## src/rtl/bnn_param_loader_pkg.sv

```systemverilog
// Shared types and sizes for the BNN parameter loader and its consumer.
// param_t is the word type that BNN imports for its wt/b inputs.
package bnn_param_loader_pkg;

    localparam int W     = 16;
    localparam int N_WT  = 6;
    localparam int N_B   = 3;
    localparam int N_TOT = N_WT + N_B;
    localparam int IDX_W = $clog2(N_TOT);

    typedef logic signed [W-1:0] param_t;

    typedef enum logic [1:0] {
        IDLE   = 2'd0,
        LOAD   = 2'd1,
        COMMIT = 2'd2
    } load_state_t;

endpackage

```

## src/rtl/bnn_param_loader_if.sv

```systemverilog
// Valid/ready word stream from the parameter source into the loader.
// The master side drives words; the slave side drives in_ready.
interface bnn_param_loader_if;
    import bnn_param_loader_pkg::*;

    logic   start;
    logic   in_valid;
    logic   in_ready;
    param_t in_data;
    logic   in_last;

    modport master (
        output start,
        output in_valid,
        output in_data,
        output in_last,
        input  in_ready
    );

    modport slave (
        input  start,
        input  in_valid,
        input  in_data,
        input  in_last,
        output in_ready
    );

endinterface

```

## src/rtl/bnn_param_loader.sv

```systemverilog
// Stages a framed stream of weights then biases in shadow registers and
// commits the whole set to wt/b in one edge once the frame closes correctly.
//
// state  | meaning
// IDLE   | waiting for start; stream ignored
// LOAD   | accepting words into shadow[idx]
// COMMIT | copying shadow into wt/b, raising params_valid
module bnn_param_loader
    import bnn_param_loader_pkg::*;
(
    input  logic              Clk,
    input  logic              Reset_n,
    bnn_param_loader_if.slave bus,
    output param_t            wt [N_WT],
    output param_t            b  [N_B],
    output logic              params_valid,
    output logic              busy,
    output logic              err
);

    localparam logic [IDX_W-1:0] LAST_IDX = IDX_W'(N_TOT - 1);

    load_state_t      state_q;
    logic [IDX_W-1:0] idx_q;
    logic [IDX_W-1:0] idx_d;
    param_t           shadow_q [N_TOT];
    param_t           wt_q     [N_WT];
    param_t           b_q      [N_B];
    logic             params_valid_q;
    logic             have_set_q;
    logic             busy_q;
    logic             err_q;
    logic             in_ready_q;

    logic xfer;
    logic frame_ok;
    logic frame_err;

    // in_ready_q is only set in LOAD, so xfer implies LOAD
    assign xfer      = bus.in_valid && in_ready_q;
    assign frame_ok  = xfer && (idx_q == LAST_IDX) && bus.in_last;
    assign frame_err = xfer && ((idx_q == LAST_IDX) != bus.in_last);
    assign idx_d     = idx_q + 1'b1;

    always_ff @(posedge Clk or negedge Reset_n) begin
        if (!Reset_n) begin
            state_q        <= IDLE;
            idx_q          <= '0;
            params_valid_q <= 1'b0;
            have_set_q     <= 1'b0;
            busy_q         <= 1'b0;
            err_q          <= 1'b0;
            in_ready_q     <= 1'b0;
            for (int i = 0; i < N_TOT; i++) shadow_q[i] <= '0;
            for (int i = 0; i < N_WT; i++)  wt_q[i]     <= '0;
            for (int i = 0; i < N_B; i++)   b_q[i]      <= '0;
        end else begin
            case (state_q)
                IDLE: begin
                    if (bus.start) begin
                        state_q    <= LOAD;
                        idx_q      <= '0;
                        err_q      <= 1'b0;
                        busy_q     <= 1'b1;
                        in_ready_q <= 1'b1;
                    end
                end
                LOAD: begin
                    if (bus.start) begin
                        idx_q <= '0;
                        err_q <= 1'b0;
                    end else if (xfer) begin
                        shadow_q[idx_q] <= bus.in_data;
                        if (idx_q == '0) params_valid_q <= 1'b0;
                        if (frame_ok) begin
                            state_q    <= COMMIT;
                            in_ready_q <= 1'b0;
                            idx_q      <= '0;
                        end else if (frame_err) begin
                            // old wt/b are untouched, so validity reverts
                            state_q        <= IDLE;
                            in_ready_q     <= 1'b0;
                            busy_q         <= 1'b0;
                            err_q          <= 1'b1;
                            idx_q          <= '0;
                            params_valid_q <= have_set_q;
                        end else begin
                            idx_q <= idx_d;
                        end
                    end
                end
                COMMIT: begin
                    for (int i = 0; i < N_WT; i++) wt_q[i] <= shadow_q[i];
                    for (int i = 0; i < N_B; i++)  b_q[i]  <= shadow_q[N_WT + i];
                    params_valid_q <= 1'b1;
                    have_set_q     <= 1'b1;
                    busy_q         <= 1'b0;
                    state_q        <= IDLE;
                end
                default: begin
                    state_q    <= IDLE;
                    in_ready_q <= 1'b0;
                    busy_q     <= 1'b0;
                end
            endcase
        end
    end

    assign bus.in_ready  = in_ready_q;
    assign wt            = wt_q;
    assign b             = b_q;
    assign params_valid  = params_valid_q;
    assign busy          = busy_q;
    assign err           = err_q;

endmodule

```

## src/flat_wrapper.sv

```systemverilog
// flat-port wrapper written by rule: the top's interface ports become plain ports
module bnn_param_loader_flat import bnn_param_loader_pkg::*;
  (Clk, Reset_n, wt, b, params_valid, busy, err, bus_start, bus_in_valid, bus_in_data, bus_in_last, bus_in_ready);
  bnn_param_loader_if bus_i ();
  input  logic Clk;
  input  logic Reset_n;
  output param_t wt[N_WT];
  output param_t b[N_B];
  output logic params_valid;
  output logic busy;
  output logic err;
  input wire logic [$bits(bus_i.start)-1:0] bus_start;
  input wire logic [$bits(bus_i.in_valid)-1:0] bus_in_valid;
  input wire logic [$bits(bus_i.in_data)-1:0] bus_in_data;
  input wire logic [$bits(bus_i.in_last)-1:0] bus_in_last;
  output wire logic [$bits(bus_i.in_ready)-1:0] bus_in_ready;
  assign bus_i.start = bus_start;
  assign bus_i.in_valid = bus_in_valid;
  assign bus_i.in_data = bus_in_data;
  assign bus_i.in_last = bus_in_last;
  assign bus_in_ready = bus_i.in_ready;
  bnn_param_loader u_core (.Clk(Clk), .Reset_n(Reset_n), .bus(bus_i), .wt(wt), .b(b), .params_valid(params_valid), .busy(busy), .err(err));
endmodule
```

## config.mk

```make
export PLATFORM = sky130hd
export DESIGN_NAME = bnn_param_loader_flat
export DESIGN_NICKNAME = d
export VERILOG_FILES = /design/src/rtl/bnn_param_loader_pkg.sv /design/src/rtl/bnn_param_loader_if.sv /design/src/rtl/bnn_param_loader.sv /design/src/flat_wrapper.sv
export SDC_FILE = /design/constraint.sdc
export NUM_CORES = 1
export LEC_CHECK = 0
export ABC_AREA = 1
export ABC_CLOCK_PERIOD_IN_PS = 1390
export CORE_AREA = 2 2 173 175
export DETAILED_ROUTE_END_ITERATION = 8
export DIE_AREA = 0 0 175 177
export DONT_BUFFER_PORTS = 1
export PLACE_DENSITY = 0.57
export SETUP_SLACK_MARGIN = 0.3
export SLEW_MARGIN = 20
export SYNTH_ARGS = -nofsm -noshare
export SYNTH_HDL_FRONTEND = slang
export SYNTH_SLANG_ARGS = --single-unit
```

## constraint.sdc

```tcl
create_clock -name Clk -period 1.39 [get_ports Clk]
set_input_delay 0.278 -clock Clk [delete_from_list [all_inputs] [get_ports Clk]]
set_output_delay 0.278 -clock Clk [all_outputs]
set_load 0.05 [all_outputs]
```

-- Word-level counts from Yosys, hierarchy flattened
Cells that the tools add are included.
- register bits: 299
- input port bits: 21
- logic and storage cells: 97
- $add $sub $neg: 1
- magnitude comparators: 2
- equal/unequal tests: 13
- mux-type cells: 37
- bitwise gates (word level): 3
- reductions and logical operators: 16
- operators with widths (cell ; number):
    144-bit bitwise mux ; 1
    16-bit demux with 4-bit select ; 1
    4-bit 2-to-1 mux ; 5
    1-bit 2-to-1 mux ; 18
    16-bit 2-to-1 mux ; 1
    5-bit AND reduction ; 3
    2-bit 2-to-1 mux ; 5
    3-bit AND reduction ; 3
    4-bit one-hot mux with 2 select lines ; 1
    2-bit inequality test (second input constant) ; 3
    3-bit by 2-bit inequality test with 1-bit output (second input constant) ; 2
    1-bit one-hot mux with 2 select lines ; 3
    5-bit >= comparator (second input constant) ; 1
    1-bit logical AND ; 5
    5-bit by 1-bit less-than comparator with 1-bit output (second input constant) ; 1
    4-bit inverter with 5-bit output ; 1
    4-bit by 1-bit adder with 4-bit output (second input constant) ; 1
    4-bit == test (second input constant) ; 1
    4-bit zero test ; 1
    2-bit by 1-bit inequality test with 1-bit output (second input constant) ; 2
    2-bit one-hot mux with 2 select lines ; 1
    4-bit AND reduction ; 1
    2-bit nonzero test ; 2
    3-bit by 1-bit inequality test with 1-bit output (second input constant) ; 1
    7 further kinds ; 8

-- Logic depth before layout (Yosys ltp)
- word-level depth: 8
- gate-level depth with buffers: 9
- depth with buffers taken out: 9

-- Worst setup path before layout
No wires, ideal clock.
- path kind: register to register
- start: reg u_core.in_ready_q, in the netlist u_core.bus.in_ready
- end: reg u_core.shadow_q[93] in the netlist's numbering
- arrival time: 1613 ps
- required time: 1266 ps
- setup slack: -346 ps
- stages on the path, launching flop included: 8
- path buffers: 2
- clock period less this slack: 1736 ps
- cells stage by stage: dfrtp_1 -> nand2_2 -> nor3_4 -> buf_8 -> nand3_4 -> buf_6 -> nand2_1 -> o21ai_2
- cells in the longest elaborated chain, start to end: 2
- RTL lines (element ; line ; RTL):
    start: declaration ; bnn_param_loader.sv:33 ; logic in_ready_q;
    start signal: assignment ; bnn_param_loader.sv:53 ; in_ready_q <= 1'b0;
    start signal: assignment ; bnn_param_loader.sv:65 ; in_ready_q <= 1'b1;
    start signal: assignment ; bnn_param_loader.sv:77 ; in_ready_q <= 1'b0;
    1-bit logical AND ; bnn_param_loader.sv:40 ; assign xfer = bus.in_valid && in_ready_q;
    3-bit AND reduction (no source line) ; -- ;
    end signal: indexed assignment ; bnn_param_loader.sv:73 ; shadow_q[idx_q] <= bus.in_data;
    end: declaration ; bnn_param_loader.sv:26 ; param_t shadow_q [N_TOT];
No other way between the ends.
A chain may end at the register's enable or synchronous reset.

-- Worst setup path in the final report
- start: reg u_core.state_q[1]
- end: reg u_core.b_q, in the netlist u_core.b[18]
- cells in the longest elaborated chain, start to end: 1
- RTL lines (element ; line ; RTL):
    start: declaration ; bnn_param_loader.sv:23 ; load_state_t state_q;
    start signal: assignment ; bnn_param_loader.sv:47 ; state_q <= IDLE;
    start signal: assignment ; bnn_param_loader.sv:61 ; state_q <= LOAD;
    start signal: assignment ; bnn_param_loader.sv:76 ; state_q <= COMMIT;
    2-bit == test ; bnn_param_loader.sv:58 ; case (state_q)
    end: declaration ; bnn_param_loader.sv:28 ; param_t b_q [N_B];
No other way between the ends.

==> summary.md <==
| Metric | Value |
|---|---|
| Status | complete, but fails checks |
| Failing checks | hold timing, setup timing |
| R2r startpoint | u_core.state_q[1] |
| RSZ-0062 raised after global routing | yes |
| Cts hold-fix bufs | 1 |
| Grt ovf | 0 |
| VDD IR max | a little over 0.7 mV |
| # DRC | 0 |
| Starting density of the core | 39.12% |
| Worst path cell trace | buf_4 -> nand2_8 -> buf_4 -> clkbuf_16 -> mux2_4 |
| TritonCTS clock tree | built |
| CP max stage cell | dfrtp_2 |
| Final Routed Wirelength | 29.82 mm |
| Critical Path RT | 1770 ps |
| Leak | 7.304 nW |
| Placer congestion estimate | slightly above 0.8 |
| Cell family with most CP delay | buffers and inverters |
| Cell taking the most area after synthesis | dfrtp_1 |
| Layout area overhead | 28.87% |
| Comb pwr share | 7.7% |
| PD cells | between 1000 and 1500 nW/um^2 |
| # port buffers | 0 |
| Synth top area share | 65.40% |
| GRT Overall Usage | 18.54% |
| Worst Path Max Fanout | 10 |
| Die width | roughly 180 um |
| Initial antenna violation count | 0 |
| Worst-Skew Late Latency | 510 ps |
| Crit Path Category | reg2reg |
| Worst Hold Class | in2async |
| Worst path depth | 5 |
| Switching share of power | 23.93% |
| Die Footprint | approximately 31000 sq um |
| Post-route ant nets | 0 |
| Share of layout cells above drive strength 1 | between 40% and 50% |
| Slack of the worst reg-to-reg path | -100 ps |
| Max-cap viol count | 0 |
| Sink Count | 299 |
| Syn Nets | 900 |
| Mapped Area | roughly 11000 sq um |
| Worst setup path startpoint | u_core.state_q[1] |
| Power after layout | approximately 20 mW |
| Setup crit end | u_core.b[18] |
| Final WS setup | -104.7 ps |
| Period utilization | 107.5% |
| Clk root buf | clkbuf_16 |
| FF-to-FF path depth | 5 |
| Synth top area cells | dfrtp_1 65%, mux2_2 14%, nand2_1 5.4%, o21ai_1 3.5%, buf_6 3.1% |
| Most common cell after layout, fill and taps aside | dfrtp_1 |
| Place WS | -92.93 ps |
| Slowest Stage Delay on Critical Path | 370 ps |
| 1st-pass router iterations | 5 |
| Internal power | around 15 mW |
| # diodes | 0 |
| YS warnings | 0 |
| Vias in the first global route | around 6.8k |
| WL per Instance | roughly 22 um |
| Most frequent cells in the layout | 208 x dfrtp_1, 144 x mux2_4, 123 x nand2_1 |
| Largest net degree at the start of global routing | 300 |
| Min cycle time layout | about 1500 ps |
| Skew final | 23.12 ps |
| Crit end category | flip-flop |
| Slew @ Worst Pin | roughly 960 ps |
| # IOs | roughly 170 |
| Via count | 6832 |
| Via-to-Cell Ratio | roughly 5.0 |
| Worst-path clk slew | 70 ps |
| Core Area | around 30000 sq um |
| Post-Synthesis Cells | 875 |
| Worst setup SP type | flip-flop |
| Final Hold Vio Count | approximately 300 |
| Num rows | 63 |
| Most common cell on crit path | buf_4 |
| Reg2reg end | u_core.b[18] |
| First-pass GRT wire length | 43.48 mm |
| Clock Path Buffers | 3 |
| Seq pwr share | between 40% and 50% |
| Seq cells post-synth | ~300 |
| Sw Pwr | between 4 and 5 mW |
| Fmax | 669.0 MHz |
| Buf/Inv on CP | 3 |
| Distinct cells, synth | 27 |
| Starting DRT DRC Count | between 500 and 600 |
| Post-DP HPWL | approximately 17 mm |
| H-Tree Depth | 2 |
| Slew HR | a little over a third |
| Setup violations, final | around 290 |
| Clock share of power | ~44% |
| CTS buffer count | 34 |
| Worst hold margin | -530.5 ps |
| Crit path DAT | 1880 ps |
| Sequential element share of the synthesized area | around 65% |
| Fin. max-slew vios | 0 |
| Chip height | 177 um |
| Avg Inst Size Synth | around 13 sq um |
| Layout Nets | about 1000 |
-- flip-flops by register name (all words and copies together) (netlist names) --
name / cells
u_core.b: 48
u_core.bus.in_ready: 1
u_core.busy: 1
u_core.err: 1
u_core.have_set_q: 1
u_core.idx_q: 4
u_core.params_valid: 1
u_core.shadow_q: 144
u_core.state_q: 2
u_core.wt: 96
-- metrics by stage --
step / std cells / hold WS, ps / util, % / TNS (ps) / instance area (sq um)
3_3_place_gp: 1291 / -12.49 / 43.82 / -3690 / 12810
6_report: 1377 / -530.5 / 50.42 / -15640 / 14740
5_1_grt: 1377 / -548.2 / 50.42 / -34100 / 14740
4_1_cts: 1357 / -548.8 / 48.67 / -16160 / 14230
3_5_place_dp: 1291 / -11.73 / 43.82 / -8286 / 12810
2_1_floorplan: 875 / -17.59 / - / -12710 / 12170
-- layer usage --
metal	share of wire [%]	track usage [%]
met2	47	30.02
met1	46	25.42
met4	2.2	5.174
met5	0	0
met3	4.8	3.802
-- worst min-delay path by stage --
stage	end	start	slack [ps]
finish	u_core.wt[61]	Reset_n	-530
global route	u_core.wt[56]	Reset_n	-550
CTS	u_core.wt[56]	Reset_n	-550
detailed placement	u_core.wt[56]	Reset_n	-10
global placement	u_core.wt[56]	Reset_n	-10
floorplan	u_core.b[0]	Reset_n	-20
-- repair_timing --
item,in CTS,in global routing
endpoints found under the hold margin,304,299
cloned,3,10
pin swaps,5,9
endpoints found under the setup margin,447,447
buffers inserted,5,10
resized for setup,112,62
-- cells in the mapped netlist (all sizes together) --
master,instances
ha,4
nor3,2
clkbuf,4
nor4,1
inv,31
buf,40
nand2,168
nor2,8
o22ai,2
o21ai,146
nand3,19
mux2,144
nand4,4
dfrtp,299
a21oi,3
-- cell families after synthesis --
| logic type | share of synthesized area, % |
|---|---|
| flip-flops | 65.40 |
| AND/OR/NAND/NOR | 7.972 |
| AO/OA/AOI/OAI | 7.218 |
| multiplexers | 14.17 |
| buffers and inverters | 4.801 |
| adder cells (fa/ha/maj) | 0.4375 |
-- power by group through the flow --
stage,logic [mW],clock network (mW),registers [mW]
global route,1.73,9.28,9.83
global placement,1.34,0,9.86
finish,1.54,8.68,9.75
floorplan,0.830,0,9.85
detailed placement,1.37,0,9.88
CTS,1.46,8.90,9.74
-- layout make-up --
class	instances	area, sq um
well taps	390	488.0
clock buffers	50	1045
flip-flops and latches	299	7596
inverters	31	133.9
clock inverters	7	46.29
fillers	2491	14500
multi-input cells	506	4299
repair buffers	94	1136
-- worst register-to-register path, delay by kind of cell, from the launching register on --
kind,cells,cell delay (ps)
buffers and inverters,3,580
AND/OR/NAND/NOR,1,110
multiplexers,1,300
flip-flops,1,370
Note: power is estimated with default switching activity, not from simulation.
==> edit 1 (same flow settings) <==
Change the package constant `N_B` from 3 to 2.
--- a/src/rtl/bnn_param_loader_pkg.sv
+++ b/src/rtl/bnn_param_loader_pkg.sv
@@ -5,5 +5,5 @@
     localparam int W     = 16;
     localparam int N_WT  = 6;
-    localparam int N_B   = 3;
+    localparam int N_B   = 2;
     localparam int N_TOT = N_WT + N_B;
     localparam int IDX_W = $clog2(N_TOT);
Ports: changed (resized b); port bits go from 169 to 153. The function was not compared with the original's and may differ.
==> edit 1 against the unedited design <==
- the flow still finishes with violations (negative hold slack, negative setup slack)
- largest power group unchanged
- sequential power shrank 5.6%
- critical path type unchanged
- design area shrank 11%
- critical path depth grew 4
- sequential cell count shrank 33
- count of clock-buffer cells in the layout shrank 11
- clock skew shrank 0.011 ns
- die area is the same
- synthesized cell count grew 19%
- highest routed layer unchanged
- power shrank 6.8%
- synthesized area shrank 11%
- wire length shrank 1.6%
- worst setup slack gained 0.0080 ns
==> edit 1: results (changes against the unedited design) <==
* Result of the run: complete, but fails checks
- The final reports fail on negative hold slack, negative setup slack.
- Internal: 13.77 mW (-9.4%)
- Setup TNS: -7.350 ns (+8.292 ns)
- The maximum clock skew at final layout was 0.01165 ns (-0.01148 ns).
- The wire length after detailed routing is 29350 um (-1.6%).
* Syn_nets: 1068 (+19%)
- The number of global-route vias before repair came to 7141 (+4.4%).
* Arithmetic-cell share of the synthesized area counting full adders, half adders and majority gates: 0.3675% (-0.070 points)
* End point of the critical path: u_core.wt[13]$_DFFE_PN0N_
- Worst Max-Slew Pin Slew: 1.044 ns (+0.08579 ns)
- Depth of the worst register-to-register path: 9 (+4)
- The worst-case hold slack was -0.5676 ns (-0.03705 ns).
- Number of failing setup endpoints in the final timing report: 198 (-31%)
- Sorting the synthesized cells by area gives the leading types as dfrtp_1, nand2_1, o21ai_0.
* Cts bufs inserted: 29 (-15%)
- The clock network latency to the later pin of the worst-skew pair is 0.55 ns (+0.04 ns).
* Largest register FFs: 128 (-11%)
- The number of register bits inferred by synthesis came to 266 (-11%).
- Fillcell total: 2754 (+11%)
- Share of cell area taken by muxes after synthesis: 0.09800% (-14 points)
- Highest net fanout along the worst path: 15 (+5)
* VDD IR-drop max: 0.9331 mV (+28%)
- Share of cells above drive strength 1: 35.30% (-13 points)
- Largest net degree at the start of global routing: 267 (-11%)
* Unique cell type count in the Yosys netlist: 28 (+3.7%)
- Routability-driven placement congestion ratio: 0.7466 (-7.2%)
- First-pass GRT wire length: 42960 um (-1.2%)
- H-tree depth: 1 (-1)
- The share of the synthesized area in compound gates (AO/OA/AOI/OAI) came to 7.632% (+0.41 points).
* Number of DRC markers in iteration 0: 575 (+13%)
- All-Layer GR Usage: 18.17% (-0.36 points)
- HPWL Detailed: 16120 um (-2.5%)
- The final setup slack of the worst path is -0.09663 ns (+0.008041 ns).
- Mapped Avg Cell Area: 9.783 um^2 (-25%)
- The number of failing hold endpoints at the final stage was 266 (-11%).
- The number of warnings reported in the yosys synthesis log is 0 (unchanged).
- The via count normalized by instance count was 4.721 (-4.8%).
* Placed Cells: 1435 (+11%)
* Critical path arrival: 1.97 ns (+0.09 ns)
- The number of hold buffers added after CTS is 2 (+1).
* Pre-antenna DRT Iters: 4 (-1)
* Leading post-synthesis cells by instance count: nand2_1, dfrtp_1, o21ai_0
- Average wire per standard cell: 19.23 um (-11%)
- The leakage power of the design came to 6.441 nW (-12%).
* Part of the Yosys area used for sequential elements: 65.17% (-0.23 points)
## edit 1: how the worst min path moves through the flow
stage,slack (ns),depth (start not counted),to
6_report,-0.57,0,u_core.shadow_q[91]$_DFFE_PN0P_
5_1_grt,-0.59,0,u_core.wt[59]$_DFFE_PN0N_
4_1_cts,-0.59,0,u_core.shadow_q[91]$_DFFE_PN0P_
3_5_place_dp,-0.009,0,u_core.wt[59]$_DFFE_PN0N_
3_3_place_gp,-0.006,0,u_core.wt[59]$_DFFE_PN0N_
2_1_floorplan,-0.02,0,u_core.b[0]$_DFFE_PN0N_
## edit 1: area by class of cell
cell class / count / area [um^2] / share of cell area [%]
Sequential cell: 266 / 6820 / 51.88
Inverter: 33 / 145.1 / 1.104
Timing Repair inverter: 1 / 16.27 / 0.1237
Multi-Input combinational cell: 692 / 3347 / 25.46
Clock inverter: 15 / 116.4 / 0.8852
Clock buffer: 39 / 843.3 / 6.415
Timing Repair Buffer: 90 / 1369 / 10.41
Tap cell: 390 / 488.0 / 3.712
## edit 1: metrics by stage
stage | utilization (%) | area [um^2] | power, mW | worst slack, ns | hold WS [ns]
after detailed placement | 37.64 | 11010 | 10.85 | -0.05898 | -0.008564
after floorplan | - | 10490 | 10.34 | -0.1129 | -0.01759
after CTS | 43.50 | 12720 | 18.66 | -0.04999 | -0.5912
after global placement | 37.64 | 11010 | 10.78 | -0.01792 | -0.005699
after global routing | 44.95 | 13150 | 19.43 | -0.1472 | -0.5945
final | 44.95 | 13150 | 18.61 | -0.09663 | -0.5676
## edit 1: power groups by stage
stage | logic (mW) | registers, mW | clock network [mW]
after floorplan | 1.12 | 9.22 | 0
after global placement | 1.52 | 9.26 | 0
after detailed placement | 1.57 | 9.28 | 0
after CTS | 1.65 | 9.18 | 7.84
after global routing | 1.96 | 9.30 | 8.17
final | 1.73 | 9.20 | 7.68
## edit 1: logic make-up (layout without fill, tap and decap cells)
logic type      after synthesis  in the layout
compound gates              136            136
fa+ha+maj                     3              3
buf+inv                      86            178
flops                       266            266
mux                           1              1
simple gates                552            552
## edit 1: per-layer routing
layer,track usage (%),up-vias,share of wire (%)
met3,4.661,33,7.3
li1,-,3429,-
met5,0,-,0
met4,3.646,0,1.5
met1,25.02,3547,44
met2,29.20,196,47
## edit 1: critical path, cell delays in order, from the launching register on
cell	delay [ns]
dfrtp_1	0.41
inv_2	0.11
buf_6	0.11
nor2_4	0.03
buf_12	0.12
buf_12	0.14
inv_16	0.16
clkbuf_16	0.20
nand2_1	0.06
nand2_1	0.07
## edit 1: timing repair
item,4_1_cts,5_1_grt
endpoints found under the setup margin,398,398
pin swaps,14,0
buffers inserted,9,4
cloned,9,13
resized for setup,207,42
hold endpoints to repair,270,266
==> edit 2 (same flow settings) <==
Without the edit above. Compare `idx_q` against `LAST_IDX` with >= in place of ==.
--- a/src/rtl/bnn_param_loader.sv
+++ b/src/rtl/bnn_param_loader.sv
@@ -40,5 +40,5 @@
     assign xfer      = bus.in_valid && in_ready_q;
     assign frame_ok  = xfer && (idx_q == LAST_IDX) && bus.in_last;
-    assign frame_err = xfer && ((idx_q == LAST_IDX) != bus.in_last);
+    assign frame_err = xfer && ((idx_q >= LAST_IDX) != bus.in_last);
     assign idx_d     = idx_q + 1'b1;
 
Function: no difference found for any inputs over 4 cycles, from zero or initial values and one cycle with Reset_n low; that may be too few to reach the edited logic, so the function may still have changed.
==> edit 2 against the unedited design <==
- sequential cell count unchanged
- synthesized area down 1.6%
- the flow still finishes with violations (negative hold slack, negative setup slack)
- worst setup slack got worse by 0.091 ns
- first-iteration DRC count shrank 36%
- wire length is 8.1% lower
- design area decreased by 4.0%
- power is 3.7% higher
==> edit 2: results (changes against the unedited design) <==
- The flow ran to the end, but the final reports show violations.
- Violations in the final reports: negative hold slack, negative setup slack
- The level count of the clock H-tree was 1 (-1).
- The count of unique library cells instantiated by Yosys was 25 (-7.4%).
- Tightest hold margin: -0.5800 ns (-0.04942 ns)
* Count of vias placed by the detailed router: 6745 (-1.3%)
- Worst Max-Slew Pin Slew: 0.7535 ns (-0.2050 ns)
- First-pass GRT wire length: 41430 um (-4.7%)
* All-Layer GR Usage: 17.48% (-1.1 points)
- Critical register-to-register path endpoint: u_core.shadow_q[85]$_DFFE_PN0P_
- The tree is rooted in a clkbuf_16.
- The number of failing hold endpoints at the final stage is 299 (unchanged).
* Met1 wire length: 11770 um (-14%)
- The peak fanout along the critical path is 16 (+6).
- The wire length after detailed routing was 27420 um (-8.1%).
- The number of optimization iterations in the first detailed-route pass was 4 (-1).
- The leakage power of the design is 6.780 nW (-7.2%).
- Fillcell total: 2568 (+3.1%)
- Global routing met1 resource utilization: 23.36% (-2.1 points)
* Sum of met2 wire segment lengths after detailed routing: 12910 um (-8.1%)
- Post-layout nets: 998 (+0.71%)
* Largest register FFs: 144 (unchanged)
- The clock network latency to the later pin of the worst-skew pair came to 0.56 ns (+0.05 ns).
- The worst-case reg-to-reg path depth came to 8 (+3).
* Share of cells above drive strength 1: 49.40% (+0.97 points)
- The total met3 wirelength after detailed routing was 2166 um (+52%).
- The setup violation total in the final timing report was 302 (+5.2%).
- The number of buffers created by CTS was 31 (-8.8%).
* Via count of the first global-routing pass: 6804 (-0.51%)
- Placed cell areas: 0.01234 mm^2 (-3.7%)
- VDD IR-drop max: 0.8613 mV (+18%)
* Stage delay of the slowest cell on the critical path: 0.43 ns (+0.06 ns)
- Least setup slack across all paths after layout: -0.1958 ns (-0.09116 ns)
- The post-placement setup slack was -0.1162 ns (-0.02322 ns).
- Setup TNS: -31.90 ns (-16.26 ns)
- Part of the Yosys area used for sequential elements: 66.48% (+1.1 points)
- The number of DRC markers after the initial detailed-route iteration was 324 (-36%).
* Met3 layer usage reported by global route: 4.661% (+0.86 points)
- The number of warnings reported in the yosys synthesis log was 0 (unchanged).
- HPWL Detailed: 15820 um (-4.3%)
- Clock Skew: 0.006846 ns (-0.01628 ns)
- The worst path arrival time was 2.02 ns (+0.14 ns).
- Routability-driven placement congestion ratio: 0.7872 (-2.2%)
- Number of buffer cells added on primary ports: 0 (unchanged)
-- edit 2: changes by cell type in the layout (fill, tap and decap cells not counted), moves of 6 or more --
cell,before,now
buf_12,17,11
buf_4,59,41
buf_6,6,48
clkbuf_16,43,36
dfrtp_1,208,190
dfrtp_2,91,109
mux2_2,0,144
mux2_4,144,0
nand2_8,6,0
o21ai_0,30,3
o21ai_1,90,133
o21ai_2,26,11
-- edit 2: final cells by class --
| cell class | count | area, um^2 | share of cell area [%] |
|---|---|---|---|
| well taps | 390 | 488.0 | 3.448 |
| multi-input cells | 502 | 3633 | 25.67 |
| inverters | 31 | 118.9 | 0.8399 |
| clock buffers | 49 | 943.4 | 6.666 |
| flip-flops and latches | 299 | 7619 | 53.83 |
| clock inverters | 7 | 91.34 | 0.6454 |
| repair buffers | 108 | 1259 | 8.894 |
-- edit 2: stage by stage --
step / total power [mW] / hold WS [ns] / cells
final: 20.72 / -0.5800 / 1386
after detailed placement: 12.02 / -0.009612 / 1313
after floorplan: 11.36 / -0.01759 / 877
after global placement: 11.93 / -0.007838 / 1313
after global routing: 21.70 / -0.6064 / 1386
after CTS: 20.52 / -0.6089 / 1372
-- edit 2: kinds of logic after synthesis --
logic type                 Yosys count  share of synthesized area [%]
xor gates and xnor gates             1                        0.07784
buffers and inverters               76                          3.635
DFF                                299                          66.48
adders and majority gates            4                         0.4447
and+or+nand+nor                    200                          8.116
AOI/OAI and AO/OA                  153                          6.837
muxes                              144                          14.41
-- edit 2: timing repair --
item / CTS / global route
setup buffers: 2 / 8
resized for setup: 136 / 107
gates cloned: 0 / 6
pin swaps: 4 / 10
endpoints found under the setup margin: 446 / 447
endpoints found under the hold margin: 306 / 299
-- edit 2: how the worst max path moves through the flow --
stage / start / end / slack [ns]
2_1_floorplan: u_core.state_q[0]$_DFFE_PN0P_ / u_core.shadow_q[59]$_DFFE_PN0P_ / -0.05
3_3_place_gp: u_core.idx_q[0]$_DFFE_PN0P_ / u_core.bus.in_ready$_DFFE_PN0P_ / -0.06
3_5_place_dp: u_core.state_q[1]$_DFFE_PN0P_ / u_core.shadow_q[140]$_DFFE_PN0P_ / -0.12
4_1_cts: u_core.state_q[1]$_DFFE_PN0P_ / u_core.shadow_q[138]$_DFFE_PN0P_ / -0.12
5_1_grt: u_core.state_q[1]$_DFFE_PN0P_ / u_core.shadow_q[135]$_DFFE_PN0P_ / -0.24
6_report: u_core.state_q[1]$_DFFE_PN0P_ / u_core.shadow_q[85]$_DFFE_PN0P_ / -0.20
-- edit 2: power breakdown --
group / internal, mW / total [mW] / switching, mW
Sequential: 9.58 / 10.3 / 0.671
Clock: 4.98 / 8.35 / 3.36
Combinational: 1.02 / 2.12 / 1.10
